## src/rtl/micro_tile_pkg.sv

```systemverilog
// Shared types and constants for the micro-tile stimulus/checker blocks.
package micro_tile_pkg;

    // Checker run-control states.
    typedef enum logic [1:0] {
        IDLE  = 2'd0,
        RUN   = 2'd1,
        DRAIN = 2'd2,
        DONE  = 2'd3
    } state_e;

    localparam logic [7:0] LFSR_TAPS    = 8'hB8;
    localparam logic [7:0] DEFAULT_KEY  = 8'h42;
    localparam logic [7:0] DEFAULT_SEED = 8'h01;
    localparam logic [7:0] NO_ERR_IDX   = 8'hFF;

    // One step of the 8-bit right-shifting Galois LFSR (maximal length 255).
    function automatic logic [7:0] lfsr_step(input logic [7:0] l);
        return (l >> 1) ^ (l[0] ? LFSR_TAPS : 8'h00);
    endfunction

endpackage

```

## src/rtl/micro_lfsr8.sv

```systemverilog
// 8-bit Galois LFSR with synchronous load; shared by the micro-tile stimulus blocks.
module micro_lfsr8
    import micro_tile_pkg::*;
(
    input  logic       clk,
    input  logic       rst,
    input  logic       load_i,
    input  logic       enable_i,
    input  logic [7:0] seed_i,
    output logic [7:0] state_o
);

    logic [7:0] state_q;
    logic [7:0] state_d;

    // Load wins over advance; otherwise hold.
    always_comb begin
        state_d = state_q;
        if (load_i) begin
            state_d = seed_i;
        end else if (enable_i) begin
            state_d = lfsr_step(state_q);
        end
    end

    // State register; resets to a non-zero value so the LFSR can never lock up at zero.
    always_ff @(posedge clk or posedge rst) begin
        if (rst) begin
            state_q <= 8'h01;
        end else begin
            state_q <= state_d;
        end
    end

    assign state_o = state_q;

endmodule

```

## config.mk

```make
export PLATFORM = sky130hd
export DESIGN_NAME = micro_lfsr8
export DESIGN_NICKNAME = d
export VERILOG_FILES = /design/src/rtl/micro_tile_pkg.sv /design/src/rtl/micro_lfsr8.sv
export SDC_FILE = /design/constraint.sdc
export NUM_CORES = 1
export LEC_CHECK = 0
export ABC_AREA = 1
export CORE_AREA = 5 5 42 44
export DETAILED_ROUTE_END_ITERATION = 10
export DIE_AREA = 0 0 47 49
export SYNTH_ARGS = -nofsm -noshare
export SYNTH_HDL_FRONTEND = slang
export SYNTH_SLANG_ARGS = --single-unit
```

## constraint.sdc

```tcl
create_clock -name clk -period 3.14 [get_ports clk]
set_clock_uncertainty 0.15 [all_clocks]
set_input_delay 0.314 -clock clk [delete_from_list [all_inputs] [get_ports clk]]
set_output_delay 0.314 -clock clk [all_outputs]
set_load 0.01 [all_outputs]
```

==> impl_metrics.csv <==
group,metric,value,unit
timing,min_period_over_period,59.6,%
floorplanning,pin_count,20,
critical_path,path_buf_inv,1,
floorplanning,fp-row-count,14,
synth,synth_cells,58,
finish,final_common_cell,"nand2_1",
grt,track_usage,11.7,%
place,placed_area,614,sq um
clocking,clock-root-buffer,"clkbuf_4",
critical_path,critPathSlowestCell,"dfstp_2",
routing,dr.first_iter.drc_count,7,
grt,antenna_found_initial,0,
grt,grt_overflow,0,
critical_path,criticalPathCategory,"reg2out",
clocking,cts.sinks,8,
place,port_buffers,19,
timing,setup_tns,0,ns
finish,largest_reg_flops,8,
finish,final_util,45.7,%
synth,ys_ff_latch,8,
power,sequentialPowerShare,44.6,%
power,switchingPower,0.0000812,W
finish,nNetsFinal,93,
power,clockPowerShare,31.1,%
routing,via_per_inst,4.50,
clocking,cts.reportedPaths.clkPinSlew,0.06,ns
synth,synth-seq-area-share,48.5,%
synth,synth_area,415,sq um
power,comb_power_share,24.4,%
grt,grt_pass1_wl,1.86,mm
clocking,clk_path_buf_depth,2,
timing,report.final.hold_viol_count,0,
critical_path,worstPathCellList,"clkdlybuf4s50_1",
finish,fin_area,641,sq um
grt,grt_max_degree,11,
floorplanning,start_util,29.6,%
routing,dr.pass1.iters,2,
finish,layout.cells.non_filler,96,
timing,timing.fmax,0.534,GHz
power,power.density,446,nW/um^2
timing,worst_pin_slew,0.365,ns
timing,rsz0062_at_grt,"no",
clocking,cts-hold-fix-buffers,0,
floorplanning,coreArea,1400,sq um
critical_path,worst_setup_path_end_kind,"primary output",
critical_path,cp_max_fo,7,
floorplanning,dieArea,2300,sq um
place,dp_cells,92,
finish,area_growth,54.2,%
synth,yosys_warnings,0,
finish,mostFrequentLayoutCells,"nand2_1 (27), clkdlybuf4s50_1 (19), inv_1 (9)",
power,finalPower,0.000286,W
critical_path,critical-path-max-stage-delay,0.60,ns
clocking,cts_setup_buffers,0,
clocking,cts-resized-gates,0,
clocking,cts_tree,"built",
timing,relSlewSlack,75.6,%
critical_path,cp.arrival,1.41,ns
routing,wl,1.07,mm
timing,setup_viol,0,
routing,ant_nets,0,
critical_path,cp-start-kind,"flip-flop",
synth,syn-num-nets,70,
timing,period_minus_slack,1.87,ns
power,sw_frac_of_total,28.4,%
floorplanning,die_w,47,microns
synth,avgSynthCellArea,7.16,sq um
finish,layout-drive-gt1-share,7.50,%
min_path,worstHoldPathType,"in2async",
routing,vias,432,
power,ir_worst_vdd,0.000236,V
place,place_congestion,0.700,
clocking,cts_buffers,3,
routing,wl_per_cell,11.1,microns
grt,grt_pass1_vias,410,
critical_path,required,2.68,ns
routing,drc_errors,0,
power,power.internal,0.000205,W
finish,num_antenna_cells,0,
clocking,cts_max_level,1,
critical_path,crit_family,"flip-flops",
clocking,worstSkewPairLatency,0.26,ns
run_status,outcome,"completed",
place,hpwl,791,microns
floorplanning,die_y,49,microns
power,leakage,0.322,nW
flow_run,max-cap-violations,0,
finish,fill_cells,161,
synth,synth_cell_type_count,8,
timing,slew_viol_final,0,
[cells in the mapped netlist]
master | count | share of area (%)
nand2_1 | 27 | 24
inv_1 | 9 | 8.1
nand3_1 | 8 | 9.6
dfrtp_1 | 7 | 42
a21oi_1 | 3 | 3.6
nor2_2 | 2 | 3.0
buf_6 | 1 | 2.7
dfstp_2 | 1 | 6.3
[metal layers]
layer | global-route usage [%] | vias to the layer above | routed length, microns
li1 | - | 223 | -
met1 | 15.2 | 196 | 506
met2 | 15.2 | 11 | 484
met3 | 3.32 | 2 | 56
met4 | 9.68 | 0 | 18
met5 | 0 | - | 0
[power by group through the flow]
stage | Clock [W] | Combinational, W | Sequential, W
finish | 0.0000888 | 0.0000696 | 0.000127
global route | 0.000100 | 0.0000777 | 0.000130
CTS | 0.0000926 | 0.0000711 | 0.000127
detailed placement | 0 | 0.0000707 | 0.000129
global placement | 0 | 0.0000705 | 0.000129
floorplan | 0 | 0.0000252 | 0.000132
[layout make-up]
cell class / count / area, sq um / share of cell area, %
Clock buffer: 4 / 26.3 / 4.10
Inverter: 9 / 33.8 / 5.27
Multi-Input combinational cell: 40 / 169 / 26.4
Sequential cell: 8 / 201 / 31.4
Tap cell: 16 / 20.0 / 3.13
Timing Repair Buffer: 19 / 190 / 29.7
[cell families (layout without fill, tap and decap cells)]
logic type	after synthesis	after routing	share of synthesized area, %
buffers and inverters	10	32	10.8
AOI/OAI and AO/OA	3	3	3.61
and+or+nand+nor	37	37	37.0
DFF	8	8	48.5
[stage by stage]
stage	setup slack (ns)	hold WS, ns
after floorplan	2.09	-0.0211
after global placement	1.45	0.349
after detailed placement	1.44	0.358
after CTS	1.25	0.162
after global routing	1.20	0.201
final	1.27	0.154
[path summary, 6_finish.rpt]
check,from,endpoint,slack (ns),cells past startpoint
max,state_o[0]$_DFFE_PP1P_,state_o[0],1.27,1
min,rst,state_o[2]$_DFFE_PP0P_,0.15,2
min in group clk,state_o[3]$_DFFE_PP0P_,state_o[2]$_DFFE_PP0P_,0.37,2
min reg2reg,state_o[3]$_DFFE_PP0P_,state_o[2]$_DFFE_PP0P_,0.37,2
max in group asynchronous,rst,state_o[0]$_DFFE_PP1P_,2.40,2
max reg2reg,state_o[0]$_DFFE_PP1P_,state_o[5]$_DFFE_PP0P_,2.03,4
(Power assumes the default switching activity.)
